**src/rtl/rom_fifo_xfer_sched.sv**
```systemverilog
// Transmit-side ROM -> DCFIFO transfer scheduler (trclk domain).
// Two requesters post (base, length) descriptors. They are served round-robin.
// Each transfer reads the ROM one word at a time and pushes every word into the
// DCFIFO write port, stalling while the FIFO reports full.
module rom_fifo_xfer_sched #(
  parameter int AW = 10,
  parameter int DW = 32,
  parameter int LW = 11
) (
  input  logic          trclk,
  input  logic          reset,
  input  logic [1:0]    req,
  input  logic [AW-1:0] base0,
  input  logic [LW-1:0] len0,
  input  logic [AW-1:0] base1,
  input  logic [LW-1:0] len1,
  output logic [1:0]    gnt,
  output logic [1:0]    done,
  output logic          busy,
  output logic          active_id,
  output logic [AW-1:0] rom_addr,
  input  logic [DW-1:0] rom_q,
  input  logic          fifo_wrfull,
  output logic          fifo_wrreq,
  output logic [DW-1:0] fifo_data
);

  typedef enum logic [2:0] {
    S_IDLE,
    S_GRANT,
    S_READ,
    S_WRITE,
    S_DONE
  } state_t;

  state_t        state;
  logic          last;
  logic [LW-1:0] remaining;
  logic          win_id;
  logic [AW-1:0] base_sel;
  logic [LW-1:0] len_sel;

  function automatic logic [1:0] id_onehot(input logic id);
    return id ? 2'b10 : 2'b01;
  endfunction

  // Arbitration winner: a sole requester wins; on a tie the one that was not served last.
  always_comb begin
    win_id = req[1];
    if (req == 2'b11) win_id = ~last;
  end

  // Descriptor of the requester chosen at arbitration time.
  always_comb begin
    base_sel = active_id ? base1 : base0;
    len_sel  = active_id ? len1  : len0;
  end

  // Control FSM. rom_addr doubles as the running word address: it is loaded
  // with the base in GRANT, held through WRITE so rom_q stays stable while
  // the FIFO is full, and advances (mod 2**AW) on each accepted write.
  always_ff @(posedge trclk or posedge reset) begin
    if (reset) begin
      state     <= S_IDLE;
      gnt       <= 2'b00;
      done      <= 2'b00;
      busy      <= 1'b0;
      active_id <= 1'b0;
      last      <= 1'b1;
      rom_addr  <= '0;
      remaining <= '0;
    end else begin
      case (state)
        S_IDLE: begin
          if (|req) begin
            state     <= S_GRANT;
            gnt       <= id_onehot(win_id);
            busy      <= 1'b1;
            active_id <= win_id;
          end
        end
        S_GRANT: begin
          gnt       <= 2'b00;
          last      <= active_id;
          rom_addr  <= base_sel;
          remaining <= len_sel;
          if (len_sel == '0) begin
            state <= S_DONE;
            done  <= id_onehot(active_id);
          end else begin
            state <= S_READ;
          end
        end
        S_READ: begin
          state <= S_WRITE;
        end
        S_WRITE: begin
          if (!fifo_wrfull) begin
            rom_addr  <= rom_addr + AW'(1);
            remaining <= remaining - LW'(1);
            if (remaining == LW'(1)) begin
              state <= S_DONE;
              done  <= id_onehot(active_id);
            end else begin
              state <= S_READ;
            end
          end
        end
        S_DONE: begin
          done  <= 2'b00;
          busy  <= 1'b0;
          state <= S_IDLE;
        end
        default: begin
          state <= S_IDLE;
          gnt   <= 2'b00;
          done  <= 2'b00;
          busy  <= 1'b0;
        end
      endcase
    end
  end

  // FIFO write port: ROM data passes straight through; a write is issued
  // only in WRITE and never while the FIFO is full.
  always_comb begin
    fifo_wrreq = (state == S_WRITE) && !fifo_wrfull;
    fifo_data  = rom_q;
  end

endmodule
```
**config.mk**
```make
export PLATFORM = sky130hd
export DESIGN_NAME = rom_fifo_xfer_sched
export DESIGN_NICKNAME = d
export VERILOG_FILES = /design/src/rtl/rom_fifo_xfer_sched.sv
export SDC_FILE = /design/constraint.sdc
export NUM_CORES = 1
export LEC_CHECK = 0
export CAP_MARGIN = 10
export CORE_MARGIN = 4
export CORE_UTILIZATION = 55
export CTS_CLUSTER_DIAMETER = 40
export DETAILED_ROUTE_END_ITERATION = 12
export DONT_BUFFER_PORTS = 1
export GPL_TIMING_DRIVEN = 0
export PLACE_DENSITY_LB_ADDON = 0.3
export SETUP_SLACK_MARGIN = 0.1
export SYNTH_ARGS = -nofsm -noshare
export SYNTH_HDL_FRONTEND = slang
export SYNTH_SLANG_ARGS = --single-unit
```
**constraint.sdc**
```tcl
create_clock -name trclk -period 1.8 [get_ports trclk]
set_clock_uncertainty 0.15 [all_clocks]
set_input_delay 0.54 -clock trclk [delete_from_list [all_inputs] [get_ports trclk]]
set_output_delay 0.54 -clock trclk [all_outputs]
set_load 0.01 [all_outputs]
```
==> results.sh <==
export IMPL_grt_max_degree=32
export IMPL_grt_pass1_vias=1992
export IMPL_finish_instance_area_sq_um=2920
export IMPL_finalSetupViolCount=1
export IMPL_die_height_microns=73.8
export IMPL_ios=128
export IMPL_htree_levels=2
export IMPL_netSwitchingPower_w=0.00233
export IMPL_slew_headroom_pct=53.4
export IMPL_cts_clk_slew_worst_paths_ns=0.07
export IMPL_drtPass1Iterations=5
export IMPL_seq_power_share_pct=29.4
export IMPL_clk_latency_ns=0.29
export IMPL_whs_ns=0.0998
export IMPL_synth_edf_count=0
export IMPL_place_area_sq_um=2440
export IMPL_cpLargestDelayFamily="simple AND/OR/NAND/NOR gates"
export IMPL_final_cell_mix="buf_4 (40), dfrtp_1 (25), nor2_1 (22), nand2_1 (22), a21oi_1 (22)"
export IMPL_core_sq_um=4090
export IMPL_portBuffers=0
export IMPL_floorplan_initialDensity_pct=58.2
export IMPL_cts_root_buf="clkbuf_8"
export IMPL_vias_per_cell=6.34
export IMPL_ys_async_sr_fraction_pct=100
export IMPL_synth_area_leaders="dfrtp_1 (32%), buf_4 (11%), mux2i_1 (5.9%)"
export IMPL_layout_setup_ws_ns=-0.0458
export IMPL_via_count=2227
export IMPL_cp_slowest_cell="dfrtp_1"
export IMPL_worstPathRequired_ns=1.11
export IMPL_finalPower_w=0.00516
export IMPL_final_common_cell="buf_4"
export IMPL_crit_path_end_kind="primary output"
export IMPL_critical_path_class="flop to primary output"
export IMPL_slew_viol_final=0
export IMPL_finalCritPeriodShare_pct=103
export IMPL_dp_worst_setup_slack_ns=-0.138
export IMPL_hp_class="input pin to async pin"
export IMPL_power_leakage_nw=1.24
export IMPL_place_hpwl_mm=4.90
export IMPL_maxCapViolCount=0
export IMPL_diodes=0
export IMPL_ys_ff_latch=31
export IMPL_totalNegativeSetupSlack_ns=-0.0458
export IMPL_antenna_left=0
export IMPL_irDropWorstVdd_v=0.00102
export IMPL_cts_tree="done"
export IMPL_fin_crit_ns=1.85
export IMPL_cts_sinks=31
export IMPL_p_clk_share_pct=9.8
export IMPL_netlist_area_sq_um=2380
export IMPL_drt_iter0_drc=183
export IMPL_antenna_found_initial=0
export IMPL_area_growth_pct=22.6
export IMPL_die_area_sq_um=5440
export IMPL_hold_viol=0
export IMPL_max_freq_mhz=542
export IMPL_yosysSeqAreaShare_pct=32.6
export IMPL_grt_pass1_wl_mm=9.69
export IMPL_arrival_ns=1.16
export IMPL_intPower_w=0.00283
export IMPL_cp_max_fo=4
export IMPL_cts_buffers=5
export IMPL_synth_cell_type_count=49
export IMPL_power_density_nw_per_um2=1770
export IMPL_ys_flop_type="dfrtp_1"
export IMPL_rows=23
export IMPL_place_congestion=0.904
export IMPL_violations="negative setup slack"
export IMPL_cp_buffers_inverters=0
export IMPL_status="complete, but fails checks"
export IMPL_final_layout_size_suffix_gt1_share_pct=36.2
export IMPL_path_cells="nand3b_1, nor2_4"
export IMPL_cts_hold_buf=0
export IMPL_cpPeakStageDelay_ns=0.41
export IMPL_clockBufferDepth=2
export IMPL_synthesis_nets=364
export IMPL_drcViolationCount=0
export IMPL_postSynthAreaPerCell_sq_um=8.44
export IMPL_ys_warn_count=0
export IMPL_wirelength_mm=7.09
export IMPL_p_comb_share_pct=60.8
export IMPL_synth_top_area_share_pct=31.5
export IMPL_synthCells=282
export IMPL_yosysTopAreaCell="dfrtp_1"
export IMPL_wl_per_cell_microns=20.2
export IMPL_worst_pin_slew_ns=0.698
export IMPL_grt_setup_unrepaired="true"
export IMPL_grt_use_total_pct=23.8
export IMPL_power_switching_share_pct=45.2
export IMPL_finalNetCount=384
export IMPL_gr_total_overflow=0
export IMPL_die_w_microns=73.8
export IMPL_crit_path_start_kind="flop"
layer usage:
layer,share of wire [%],GRT usage (%),up-vias
met3,12,6.57,6
li1,-,-,1010
met4,0.89,7.04,0
met5,0,0,-
met2,49,38.2,151
met1,38,31.1,1060
cells by family (layout without fill, tap and decap cells):
family	after synthesis	after routing	share of synthesized area (%)
AOI/OAI and AO/OA	81	81	21.1
adders and majority gates	3	3	1.58
buffers and inverters	56	75	16.0
DFF	31	31	32.7
muxes	20	20	8.73
and+or+nand+nor	91	91	19.9
power groups by stage:
stage                     registers (W)  logic (W)  clock network (W)
after floorplan                 0.00137    0.00180                  0
after global placement          0.00145    0.00222                  0
after detailed placement        0.00147    0.00226                  0
after CTS                       0.00147    0.00243           0.000505
after global routing            0.00157    0.00336           0.000550
final                           0.00152    0.00314           0.000504
flip-flops by register name (all words and copies together), names as in the netlist:
| name | cells |
|---|---|
| remaining | 11 |
| gnt | 2 |
| busy | 1 |
| done | 2 |
| state | 3 |
| last | 1 |
| rom_addr | 10 |
| active_id | 1 |
cells in the mapped netlist (all sizes together) (5+ instances only):
cell	count
buf	46
nor2	27
mux2i	14
nor4	5
inv	9
nor3	8
nand3	9
dfrtp	30
a21oi	27
o21ai	25
nand2	23
mux2	6
per-stage QoR:
stage / utilization (%) / std cells
2_1_floorplan: - / 282
3_3_place_gp: 59.8 / 332
3_5_place_dp: 59.8 / 332
4_1_cts: 64.3 / 341
5_1_grt: 71.4 / 351
6_report: 71.4 / 351
worst paths after layout:
path	start	endpoint	slack, ns	cells past startpoint
max in group asynchronous	reset	active_id$_DFFE_PP0P_	0.86	2
min reg2reg	remaining[9]$_DFFE_PP0P_	remaining[9]$_DFFE_PP0P_	0.40	1
max	state[2]$_DFFE_PP0P_	fifo_wrreq	-0.05	2
min	reset	remaining[6]$_DFFE_PP0P_	0.1	1
max reg2reg	state[1]$_DFFE_PP0P_	done[0]$_DFFE_PP0P_	0.01	8
min in group trclk	base0[9]	rom_addr[9]$_DFFE_PP0P_	0.34	2
final cells by class:
cell class,count,area (sq um)
well taps,50,62.6
fillers,324,1170
flip-flops and latches,31,783
inverters,9,33.8
repair buffers,13,180
plain buffers,47,412
multi-input cells,195,1370
clock buffers,6,72.6
repair_timing:
item / in CTS / in global routing
resized for setup: 19 / 44
gates cloned: 0 / 2
setup buffers: 3 / 7
pin swaps: 7 / 21
endpoints found under the setup margin: 19 / 24
worst reg2reg max path: stages (launching register included):
cell     delay, ns
dfrtp_1       0.37
buf_6         0.13
buf_12        0.13
nor4b_4       0.24
nand2_1       0.09
a22oi_2       0.23
buf_4         0.16
o21ai_2       0.08
o32ai_2       0.13
Note: power is estimated with default switching activity, not from simulation.
